### src/rtl/fb_port_arbiter.sv
// Single-port framebuffer arbiter: display reads win in active video,
// buffered camera writes fill every other slot on the port.
module fb_port_arbiter #(
    parameter int H_ACTIVE   = 640,
    parameter int V_ACTIVE   = 480,
    parameter int ADDR_W     = 19,
    parameter int DATA_W     = 12,
    parameter int FIFO_DEPTH = 8
) (
    input  logic              clk,
    input  logic              rst,
    input  logic              display_enable,
    input  logic [11:0]       pixel_x,
    input  logic [11:0]       pixel_y,
    input  logic              wr_valid,
    output logic              wr_ready,
    input  logic [ADDR_W-1:0] wr_addr,
    input  logic [DATA_W-1:0] wr_data,
    output logic              bram_en,
    output logic              bram_we,
    output logic [ADDR_W-1:0] bram_addr,
    output logic [DATA_W-1:0] bram_din,
    input  logic [DATA_W-1:0] bram_dout,
    output logic [DATA_W-1:0] pix_data,
    output logic              pix_valid,
    output logic              frame_start,
    output logic              busy
);

    localparam int PTR_W = $clog2(FIFO_DEPTH);

    typedef enum logic {
        IDLE,
        DISPLAY
    } state_t;

    state_t state, state_nxt;

    logic [ADDR_W-1:0] fifo_addr [FIFO_DEPTH];
    logic [DATA_W-1:0] fifo_data [FIFO_DEPTH];
    logic [PTR_W-1:0]  wr_ptr, rd_ptr;
    logic [PTR_W:0]    count, count_nxt;

    logic              boundary, active, display_now;
    logic              rd_issue, push, pop, rd_pipe;
    logic [ADDR_W-1:0] rd_addr;

    assign boundary = (pixel_x == '0) && (pixel_y == '0);
    assign active   = (pixel_x < 12'(H_ACTIVE)) && (pixel_y < 12'(V_ACTIVE));
    assign rd_addr  = ADDR_W'(pixel_y) * ADDR_W'(H_ACTIVE) + ADDR_W'(pixel_x);

    // The boundary cycle already belongs to the new mode, so the (0,0) read
    // is issued in the same cycle the state switches.
    always_comb begin
        state_nxt   = state;
        frame_start = 1'b0;
        display_now = (state == DISPLAY);
        if (boundary) begin
            display_now = display_enable;
            frame_start = display_enable;
            state_nxt   = display_enable ? DISPLAY : IDLE;
        end
        if (rst) begin
            display_now = 1'b0;
            frame_start = 1'b0;
        end

        rd_issue  = display_now && active;
        pop       = (count != '0) && !rd_issue;
        push      = wr_valid && wr_ready;

        bram_en   = rd_issue || pop;
        bram_we   = pop;
        bram_addr = '0;
        bram_din  = '0;
        if (rd_issue) begin
            bram_addr = rd_addr;
        end else if (pop) begin
            bram_addr = fifo_addr[rd_ptr];
            bram_din  = fifo_data[rd_ptr];
        end

        count_nxt = count;
        if (push && !pop) begin
            count_nxt = count + (PTR_W+1)'(1);
        end else if (pop && !push) begin
            count_nxt = count - (PTR_W+1)'(1);
        end
    end

    always_ff @(posedge clk or posedge rst) begin
        if (rst) begin
            state     <= IDLE;
            wr_ptr    <= '0;
            rd_ptr    <= '0;
            count     <= '0;
            wr_ready  <= 1'b0;
            busy      <= 1'b0;
            rd_pipe   <= 1'b0;
            pix_valid <= 1'b0;
            pix_data  <= '0;
        end else begin
            state     <= state_nxt;
            count     <= count_nxt;
            wr_ready  <= (count_nxt != (PTR_W+1)'(FIFO_DEPTH));
            busy      <= (count_nxt != '0);
            rd_pipe   <= rd_issue;
            pix_valid <= rd_pipe;
            pix_data  <= rd_pipe ? bram_dout : '0;
            if (push) begin
                wr_ptr <= wr_ptr + PTR_W'(1);
            end
            if (pop) begin
                rd_ptr <= rd_ptr + PTR_W'(1);
            end
        end
    end

    always_ff @(posedge clk) begin
        if (push) begin
            fifo_addr[wr_ptr] <= wr_addr;
            fifo_data[wr_ptr] <= wr_data;
        end
    end

endmodule

### config.mk
export PLATFORM = sky130hd
export DESIGN_NAME = fb_port_arbiter
export DESIGN_NICKNAME = d
export VERILOG_FILES = /design/src/rtl/fb_port_arbiter.sv
export SDC_FILE = /design/constraint.sdc
export NUM_CORES = 1
export LEC_CHECK = 0
export CAP_MARGIN = 20
export CORE_MARGIN = 2
export CORE_UTILIZATION = 25
export CTS_CLUSTER_DIAMETER = 200
export DETAILED_ROUTE_END_ITERATION = 7
export GPL_ROUTABILITY_DRIVEN = 1
export GPL_TIMING_DRIVEN = 0
export PLACE_DENSITY = 0.46
export SLEW_MARGIN = 20
export SYNTH_ARGS = -nofsm -noshare
export SYNTH_HDL_FRONTEND = slang
export SYNTH_SLANG_ARGS = --single-unit
### constraint.sdc
create_clock -name clk -period 8.5 [get_ports clk]
set_input_delay 1.7 -clock clk [delete_from_list [all_inputs] [get_ports clk]]
set_output_delay 1.7 -clock clk [all_outputs]
set_load 0.05 [all_outputs]
# Yosys cells after proc, flatten, opt, wreduce, memory -nomap -nowiden
# Memories as Yosys holds them, arrays and structs flattened.
# Cells that the tools add are included.
op_classes:
  eq_ne: 1
  muxes: 14
  multipliers: 1
  magnitude_cmp: 2
  n_reduce_logical: 15
  addsub: 5
op_table:
  columns: ["op", "n"]
  rows:
  - ["$mux 19", 2]
  - ["$mux 12", 3]
  - ["$logic_not 12->1", 2]
  - ["$add 19x12->19", 1]
  - ["$lt 12x10->1 const B", 1]
  - ["$lt 12x9->1 const B", 1]
  - ["$mul 12x3->12 const B", 1]
  - ["$mux 4", 2]
  - ["$reduce_bool 4->1", 2]
  - ["$logic_and 1x1->1", 7]
  - ["$mux 1", 7]
  - ["$add 3x1->3 const B", 2]
  - ["$add 4x1->4 const B", 1]
  - ["$ne 4x4->1 const B", 1]
  - ["$sub 4x1->4 const B", 1]
  - ["$logic_not 1->1", 3]
  - ["$logic_or 1x1->1", 1]
word_totals:
  mem_count: 2
  inputBits: 71
  ramBits: 248
  regBits: 27
  word_cells: 49
memory_table:
  columns: ["name", "words", "width", "rd", "rd_ports_with_merged_regs", "write_ports", "line", "source"]
  rows:
  - ["fifo_addr", 8, 19, 1, 0, 1, "39", "logic [ADDR_W-1:0] fifo_addr [FIFO_DEPTH];"]
  - ["fifo_data", 8, 12, 1, 0, 1, "40", "logic [DATA_W-1:0] fifo_data [FIFO_DEPTH];"]

# Logic depth before layout (Yosys ltp)
# Gate-level depths: netlist of the first run.
logic_depth:
  depth_word: 11
  depth_mapped: 11
  depth_no_buf: 11

# Least setup slack after synthesis of the first run
# OpenSTA, ideal clock, no wires.
synth_path:
  path_type: "in2out"
  from: "input pixel_y[1]"
  to: "output bram_addr[17]"
  arrival_time_ps: 4737
  path_slack_ps: 2063
  path_stages: 11
  required_time_ps: 6800
  n_path_buf: 0
  cell_sequence: "ha_1 ha_1 fa_1 ha_1 o21ai_0 a21oi_1 o21ai_0 nor2_1 nand3_1 xnor2_1 o21ai_0"
synth_via:
  elab_chain_len: 9
  word_cells_on_any_way: 13
synth_rtl:
  columns: ["item", "line", "source"]
  rows:
  - ["start, declared", "14", "input logic [11:0] pixel_y,"]
  - ["branches (longest 8 deep; another with $add 19x12->19)", null, null]
  - ["$mux 19 *", "76", "if (rd_issue) begin"]
  - ["end, declared", "21", "output logic [ADDR_W-1:0] bram_addr,"]
# Mark *: on every way between the ends.

# Worst setup path in the final report of the first run
layout_path:
  from: "input pixel_y[1]"
  to: "output bram_addr[15]"
# Same word-level chain as after synthesis.

==> results of run 1 <==
-- area by class of cell --
| class | count | area share (%) |
|---|---|---|
| Inverter | 12 | 0.321 |
| Clock inverter | 13 | 0.659 |
| Multi-Input combinational cell | 324 | 22.7 |
| Clock buffer | 40 | 5.31 |
| Timing Repair Buffer | 151 | 10.3 |
| Buffer | 26 | 0.760 |
| Tap cell | 600 | 5.07 |
| Sequential cell | 275 | 54.8 |
-- worst paths after layout --
path | start | endpoint | slack (ns) | depth (start not counted)
max in group asynchronous | rst | wr_ptr[2]$_DFFE_PP0P_ | 6.54 | 2
min in group asynchronous | rst | pix_data[8]$_DFF_PP0_ | 1.55 | 2
max reg2reg | wr_ready$_DFF_PP0_ | fifo_data[1][8]$_DFFE_PP_ | 5.98 | 7
min | rd_pipe$_DFF_PP0_ | pix_valid$_DFF_PP0_ | 0.41 | 0
max | pixel_y[1] | bram_addr[15] | 1.23 | 13
min reg2reg | rd_pipe$_DFF_PP0_ | pix_valid$_DFF_PP0_ | 0.41 | 0
-- layout by cell type, fill, tap and decap left out, types with 19 or more instances in the layout --
master,instances
clkdlybuf4s50_1,119
ha_1,26
mux2i_1,24
dfrtp_1,27
mux4_2,62
clkbuf_1,22
nor2_1,24
o21ai_0,19
nand2_1,27
edfxtp_1,248
clkbuf_16,29
-- metrics by stage --
stage / worst slack, ns / power [mW] / util, % / setup TNS, ns
2_1_floorplan: 2.06 / 3.23 / - / 0
4_1_cts: 1.22 / 5.28 / 32.5 / 0
5_1_grt: 0.970 / 5.45 / 32.5 / 0
6_report: 1.23 / 5.20 / 32.5 / 0
3_5_place_dp: 1.23 / 4.08 / 30.6 / 0
3_3_place_gp: -1.18 / 4.02 / 29.7 / -36.42
-- cell families (layout without fill, tap and decap cells) --
logic type                 Yosys count  count (layout)
AOI/OAI and AO/OA                   57              57
xor gates and xnor gates            23              23
adders and majority gates           28              28
buffers and inverters               38             242
DFF                                275             275
muxes                               95              95
and+or+nand+nor                    121             121
-- power by group --
| part | internal [mW] | switching, mW | total (mW) |
|---|---|---|---|
| clock | 0.676 | 0.514 | 1.19 |
| sequential | 1.69 | 0.0645 | 1.75 |
| combinational | 0.860 | 1.39 | 2.25 |
-- layer usage --
| layer | vias to the layer above | GRT usage, % | part of all wire [%] |
|---|---|---|---|
| li1 | 2923 | - | - |
| met1 | 3291 | 17.2 | 46 |
| met2 | 158 | 19.7 | 47 |
| met3 | 41 | 2.52 | 5.1 |
| met4 | 2 | 2.25 | 1.7 |
| met5 | - | 0 | 0.044 |
-- critical path, stage by stage --
cell             delay (ns)
clkdlybuf4s50_1        0.59
ha_1                   0.27
ha_1                   0.24
fa_1                   0.45
ha_1                   0.32
o21ai_0                0.09
a21oi_1                0.18
o21ai_0                0.17
nor2_1                 0.20
nand2_1                0.08
xnor2_1                0.13
o21ai_0                0.28
clkdlybuf4s50_1        0.86
-- registers in the layout, indices dropped and copies added (netlist names) --
name       count
pix_data      12
busy           1
fifo_addr    152
count          4
wr_ready       1
rd_ptr         3
fifo_data     96
rd_pipe        1
wr_ptr         3
state          1
pix_valid      1
==> results.json, run 1 <==
{
  "synth_area_leaders": "edfxtp_1, mux4_2, dfrtp_1",
  "critical_path_class": "in -> out",
  "ant_nets": 0,
  "design_area_um2": 14800,
  "layout.nets": 918,
  "multi_input_comb_area_um2": 3370,
  "postPlaceCellArea_um2": 13900,
  "dp.cells": 1388,
  "root_buffer": "clkbuf_16",
  "async_flop_share_pct": 9.82,
  "synth_top_family_by_area": "multiplexers",
  "endpoint_kind": "output port",
  "synth_edf_count": 248,
  "cts_tree": "built",
  "fp-row-count": 78,
  "cts_setup_buffers": 0,
  "die_width_um": 219,
  "setup_violations": 0,
  "drtPass1Iterations": 4,
  "critPathRequiredTime_ns": 6.80,
  "leakage_nw": 5.04,
  "start_kind": "input port",
  "grt_pass1_vias": 6675,
  "synth_seq_cells": 275,
  "period_minus_slack_ns": 7.27,
  "maxCapViolations": 0,
  "skew_ns": 0.0261,
  "arrival_ns": 5.57,
  "synth.area.mux_share_pct": 15.0,
  "diodes": 0,
  "wl_per_cell_um": 20.5,
  "yosysTopAreaCell": "edfxtp_1",
  "die_area_um2": 48100,
  "seqCellArea_um2": 8120,
  "remaining_drc_errors": 0,
  "max-slew-margin-rel_pct": 31.3,
  "via_count": 6415,
  "synth_cell_types": 50,
  "drive_gt1_share_pct": 20.1,
  "grt_pass1_wl_um": 43200,
  "dieHeight_um": 219,
  "synth_xor_area_share_pct": 1.74,
  "timing.final.crit_share_pct": 85.6,
  "cts_buffers": 29,
  "yosys.cell_count.top_type": "edfxtp_1",
  "status": "completed",
  "ir_drop_mv": 0.248,
  "antenna_found_initial": 1,
  "clk_latency_ns": 0.58,
  "ys_seq_area_share_pct": 70.0,
  "viasPerCell": 4.45,
  "synth_compound_area_share_pct": 3.20,
  "area_growth_pct": 27.7,
  "hold_viol": 0,
  "crit_fanout": 4,
  "grt_max_degree": 30,
  "instances_no_fill": 1441,
  "tightest_slew_ns": 1.02,
  "cts_buffer_depth": 3,
  "num_io_pins": 120,
  "synthAdderAreaFrac_pct": 3.15,
  "core_um2": 45600,
  "rsz0062_at_grt": "no",
  "dp_hpwl_um": 20700,
  "netlist_area_um2": 11600,
  "p_per_area_nw_per_um2": 351,
  "fmax_ghz": 0.137,
  "fill_cells": 4442,
  "io_buffers": 119,
  "ctsHoldBuffers": 0,
  "ctsResizeCount": 0,
  "synth.top_cell.area_share_pct": 64.2,
  "grt_use_total_pct": 12.2,
  "grt-ovfl-total": 0,
  "routed_wl_um": 29600,
  "synthesis.nets": 736,
  "gp_congestion": 0.750,
  "start_util_pct": 25.5,
  "maxSlewViolCount": 0,
  "whs_ns": 0.414,
  "dr.first_iter.drc_count": 458,
  "clkSlewWorstSetupHoldPaths_ns": 0.05,
  "synth-simple-area-share_pct": 5.54,
  "ys.flop_type": "edfxtp_1",
  "hp-class": "reg -> reg",
  "cts.sinks": 275,
  "synth_area_per_cell_um2": 18.2,
  "ys_warn_count": 0,
  "htreeDepth": 1,
  "syn_inst": 637,
  "synthTopCellsByCount": "edfxtp_1, mux4_2, dfrtp_1, nand2_1, nor2_1"
}
Power figures use the tool's default switching activity.
==> inputs of run 2 (changes only) <==
Settings changed: CORE_MARGIN 2 to 5.
==> run 2 against run 1 <==
Combinational power about the same. Maximum frequency is essentially flat. Clock skew shrank 0.018 ns. Highest routed layer unchanged.
==> results.json, run 2 (same netlist as run 1, synthesis figures left out) <==
{
  "die_area_um2": 50800,
  "die_width_um": 225,
  "cts.sinks": 275,
  "arrival_ns": 5.58,
  "htreeDepth": 1,
  "dr.first_iter.drc_count": 409,
  "gp_congestion": 0.748,
  "fin_ws_ns": 1.22,
  "clkSlewWorstSetupHoldPaths_ns": 0.06,
  "seqCellArea_um2": 8120,
  "fmax_ghz": 0.137,
  "drive_gt1_share_pct": 20.4,
  "design_area_um2": 14900,
  "grt_max_degree": 30,
  "crit_fanout": 4,
  "maxCapViolations": 0,
  "crit_family": "buffers and inverters",
  "ctsHoldBuffers": 0,
  "largest_register_ffs": 152,
  "viasPerCell": 4.38,
  "ant_nets": 0,
  "hold_viol": 0,
  "io_buffers": 119,
  "antenna_found_initial": 3,
  "whs_ns": 0.414,
  "critical_path_class": "in -> out",
  "tightest_slew_ns": 1.02,
  "grt-ovfl-total": 0,
  "cts_tree": "built",
  "total_power_mw": 5.22,
  "dieHeight_um": 225,
  "via_count": 6355,
  "grt_pass1_vias": 6688,
  "regMostFlops": "fifo_addr",
  "dp_hpwl_um": 20800,
  "final_common_cell": "edfxtp_1",
  "period_minus_slack_ns": 7.28,
  "grt_use_total_pct": 11.2,
  "routed_wl_um": 28800,
  "critPathRequiredTime_ns": 6.80,
  "fp-row-count": 79,
  "core_um2": 46300,
  "hp-class": "reg -> reg",
  "ctsResizeCount": 0,
  "wl_per_cell_um": 19.9,
  "rsz0062_at_grt": "no",
  "cts_buffer_depth": 3,
  "slowest_stage": "clkdlybuf4s50_1",
  "reg.largest.list": "fifo_addr x152, fifo_data x96, pix_data x12",
  "setup_violations": 0,
  "p_per_area_nw_per_um2": 350,
  "worstSetupPathDepth": 12,
  "area_growth_pct": 28.5,
  "postPlaceCellArea_um2": 14000,
  "timing.final.crit_share_pct": 85.6,
  "root_buffer": "clkbuf_16",
  "ff2ff_path_depth": 5,
  "grt_pass1_wl_um": 43500,
  "ir_drop_mv": 0.236,
  "start_kind": "input port",
  "num_io_pins": 120,
  "endpoint_kind": "output port",
  "whs_path_depth": 0,
  "fill_cells": 4515,
  "critPathBufInv": 2,
  "finish.utilization_pct": 32.2,
  "crit_chain": "clkdlybuf4s50_1 -> ha_1 -> ha_1 -> fa_1 -> a211oi_1 -> o21bai_1 -> a2111oi_0 -> or3_1 -> xnor2_1 -> xnor2_1 -> o22ai_1 -> clkdlybuf4s50_1",
  "skew_ns": 0.00860,
  "max-slew-margin-rel_pct": 32.0,
  "status": "completed",
  "maxSlewViolCount": 0,
  "worst_path_largest_cell_delay_ns": 0.86,
  "final_cell_mix": "edfxtp_1, clkdlybuf4s50_1, mux4_2, clkbuf_16",
  "drtPass1Iterations": 4,
  "place_ws_ns": 1.24,
  "cts_setup_buffers": 0,
  "multi_input_comb_area_um2": 3370,
  "remaining_drc_errors": 0,
  "cts_buffers": 30,
  "clk_latency_ns": 0.56,
  "layout.nets": 920,
  "leakage_nw": 5.07,
  "start_util_pct": 25.1
}
## run 2: changes by cell type in the layout (fill, tap and decap cells not counted), moves of 2 or more
cell / before / now
clkinv_2: 3 / 6
buf_16: 4 / 6
clkbuf_1: 22 / 20
clkbuf_8: 2 / 0
diode_2: 0 / 2
## run 2: final cells by class
class,count,share of cell area (%)
inverter,12,0.319
clock buffer,37,5.21
antenna,2,0.0336
clock inverter,17,1.01
timing repair buffer,152,10.5
multi-input combinational,324,22.6
tap,607,5.10
buffer,26,0.756
sequential,275,54.5
## run 2: metal layers
metal | vias up | global-route usage, % | share of wire, %
met5 | - | 0 | 0.024
met4 | 2 | 2.07 | 1.7
met3 | 44 | 2.59 | 5.0
met2 | 145 | 17.4 | 46
met1 | 3234 | 16.3 | 48
li1 | 2930 | - | -
## run 2: report_power, final
part | internal, mW | total [mW] | switching [mW] | leakage (nW)
combinational | 0.868 | 2.25 | 1.39 | 2.02
clock | 0.707 | 1.22 | 0.512 | 0.454
sequential | 1.69 | 1.75 | 0.0618 | 2.60
total | 3.26 | 5.22 | 1.96 | 5.07
## run 2: stage by stage
step / instances / setup TNS (ns)
finish: 1452 / 0
global placement: 1363 / -35.74
floorplan: 637 / 0
CTS: 1450 / 0
detailed placement: 1396 / 0
global route: 1450 / 0
## run 2: worst paths after layout
path,start,to,slack [ns]
setup / recovery,pixel_y[1],bram_addr[18],1.22
hold / removal,rd_pipe$_DFF_PP0_,pix_valid$_DFF_PP0_,0.41
setup reg to reg,rd_ptr[1]$_DFFE_PP0P_,rd_ptr[1]$_DFFE_PP0P_,6.03
hold reg to reg,rd_pipe$_DFF_PP0_,pix_valid$_DFF_PP0_,0.41
max in group asynchronous,rst,rd_ptr[2]$_DFFE_PP0P_,6.55
min in group asynchronous,rst,state$_DFFE_PP0N_,1.54
==> inputs of run 3 (changes only) <==
Settings changed: PLACE_DENSITY 0.46 to 0.42, RECOVER_POWER from default to 50.
==> run 3 against run 2 <==
Non-clock buffer count did not move. First-iteration DRC count fell by 8.6%. Clock-buffer cell count up 5. Combinational power barely moved. Power grew 0.77%. Routed wire length increased by 5.1%.
==> results.json, run 3 (same netlist as run 1, synthesis figures left out) <==
{
  "status": "completed",
  "total_power_mw": 5.26,
  "fmax_ghz": 0.137,
  "maxSlewViolCount": 0,
  "instances_no_fill": 1451,
  "setup_violations": 0,
  "regMostFlops": "fifo_addr",
  "grt_pass1_vias": 6703,
  "slowest_stage": "clkdlybuf4s50_1",
  "ant_nets": 0,
  "grt_max_degree": 30,
  "dr.first_iter.drc_count": 374,
  "tightest_slew_ns": 1.18,
  "start_util_pct": 25.1,
  "viasPerCell": 4.42,
  "antenna_found_initial": 7,
  "grt_use_total_pct": 11.7,
  "dp.cells": 1396,
  "drive_gt1_share_pct": 20.4,
  "p_per_area_nw_per_um2": 354,
  "grt_pass1_wl_um": 44900,
  "num_io_pins": 120,
  "critical_path_class": "in -> out",
  "routed_wl_um": 30300,
  "cts_buffer_depth": 3,
  "wl_per_cell_um": 20.9,
  "ir_drop_mv": 0.292,
  "critPathRequiredTime_ns": 6.80,
  "critPathBufInv": 2,
  "timing.final.crit_share_pct": 85.8,
  "maxCapViolations": 0,
  "cts.sinks": 275,
  "start_kind": "input port",
  "htreeDepth": 1,
  "hp-class": "reg -> reg",
  "cts_tree": "built",
  "die_area_um2": 50800,
  "grt-ovfl-total": 0,
  "area_growth_pct": 28.1,
  "crit_fanout": 4,
  "io_buffers": 119,
  "core_um2": 46300,
  "ctsResizeCount": 0,
  "max-slew-margin-rel_pct": 21.1,
  "root_buffer": "clkbuf_16",
  "clkSlewWorstSetupHoldPaths_ns": 0.06,
  "die_width_um": 225,
  "largest_register_ffs": 152,
  "layout.nets": 919,
  "cts_buffers": 29,
  "dp_hpwl_um": 21600,
  "reg.largest.list": "fifo_addr x152, fifo_data x96, pix_data x12",
  "final_common_cell": "edfxtp_1",
  "endpoint_kind": "output port",
  "arrival_ns": 5.59,
  "skew_ns": 0.0124,
  "fill_cells": 4546,
  "crit_family": "buffers and inverters",
  "hold_viol": 0,
  "drtPass1Iterations": 4,
  "dieHeight_um": 225,
  "gp_congestion": 0.724,
  "ctsHoldBuffers": 0,
  "via_count": 6408,
  "crit_chain": "clkdlybuf4s50_1 -> ha_1 -> ha_1 -> fa_1 -> ha_1 -> o21ai_0 -> a21oi_1 -> o21ai_0 -> nor2_1 -> nand3_1 -> xnor2_1 -> o21ai_0 -> clkdlybuf4s50_1",
  "rsz0062_at_grt": "no",
  "cts_setup_buffers": 0,
  "remaining_drc_errors": 0,
  "clk_latency_ns": 0.57,
  "leakage_nw": 5.06,
  "worst_path_largest_cell_delay_ns": 0.86,
  "period_minus_slack_ns": 7.29,
  "final_cell_mix": "edfxtp_1, clkdlybuf4s50_1, mux4_2, dlygate4sd3_1, clkbuf_16",
  "fp-row-count": 79
}
[run 3: cell count changes in the layout (fill, tap and decap cells not counted), moves of 5 or more]
cell	previous run	this run
and2_0	0	7
dlygate4sd3_1	0	38
clkinv_1	8	1
clkbuf_8	0	5
clkdlybuf4s50_1	119	81
and2_1	14	7
[run 3: final timing paths]
kind / slack [ns] / start / cells after the start / endpoint
min reg2reg: 0.42 / rd_pipe$_DFF_PP0_ / 0 / pix_valid$_DFF_PP0_
max: 1.21 / pixel_y[1] / 13 / bram_addr[17]
max in group asynchronous: 5.88 / rst / 2 / rd_ptr[0]$_DFFE_PP0P_
max reg2reg: 5.80 / wr_ready$_DFF_PP0_ / 7 / fifo_data[1][1]$_DFFE_PP_
min in group asynchronous: 1.91 / rst / 2 / pix_data[7]$_DFF_PP0_
min: 0.42 / rd_pipe$_DFF_PP0_ / 0 / pix_valid$_DFF_PP0_
[run 3: layout make-up]
| class | instances | area, um2 | area share (%) |
|---|---|---|---|
| Antenna cell | 1 | 2.50 | 0.0168 |
| Buffer | 26 | 113 | 0.758 |
| Clock buffer | 42 | 825 | 5.55 |
| Clock inverter | 12 | 133 | 0.892 |
| Inverter | 12 | 47.5 | 0.320 |
| Multi-Input combinational cell | 324 | 3350 | 22.5 |
| Sequential cell | 275 | 8120 | 54.6 |
| Tap cell | 607 | 759 | 5.11 |
| Timing Repair Buffer | 152 | 1510 | 10.2 |
[run 3: worst register-to-register path, cell delays in order (launching register included)]
cell,delay (ns)
dfrtp_1,0.36
and2_1,0.12
clkbuf_1,0.28
nand2_1,0.29
nor3_2,0.66
buf_4,0.32
buf_6,0.17
buf_4,0.20
[run 3: metal layers]
layer	GRT usage [%]	up-vias	wire length [um]
met3	2.74	46	1910
met2	18.2	168	13700
met1	17.1	3256	14200
met5	0	-	36
met4	2.05	6	495
li1	-	2932	-
[run 3: stage by stage]
| stage | hold WS [ns] | setup slack (ns) | setup TNS [ns] | area (um2) | utilization [%] |
|---|---|---|---|---|---|
| after global routing | 0.437 | 0.880 | 0 | 14900 | 32.1 |
| after CTS | 0.419 | 1.17 | 0 | 14900 | 32.2 |
| final | 0.420 | 1.21 | 0 | 14900 | 32.1 |
| after detailed placement | 0.407 | 1.18 | 0 | 13900 | 30.1 |
| after global placement | 0.410 | -1.45 | -44.95 | 13600 | 29.3 |
| after floorplan | 0.377 | 2.06 | 0 | 11600 | - |
[run 3: power by group]
part	leakage [nW]	internal (mW)	switching (mW)	total, mW
Sequential	2.60	1.69	0.0602	1.75
Combinational	2.00	0.857	1.39	2.25
Clock	0.466	0.737	0.526	1.26
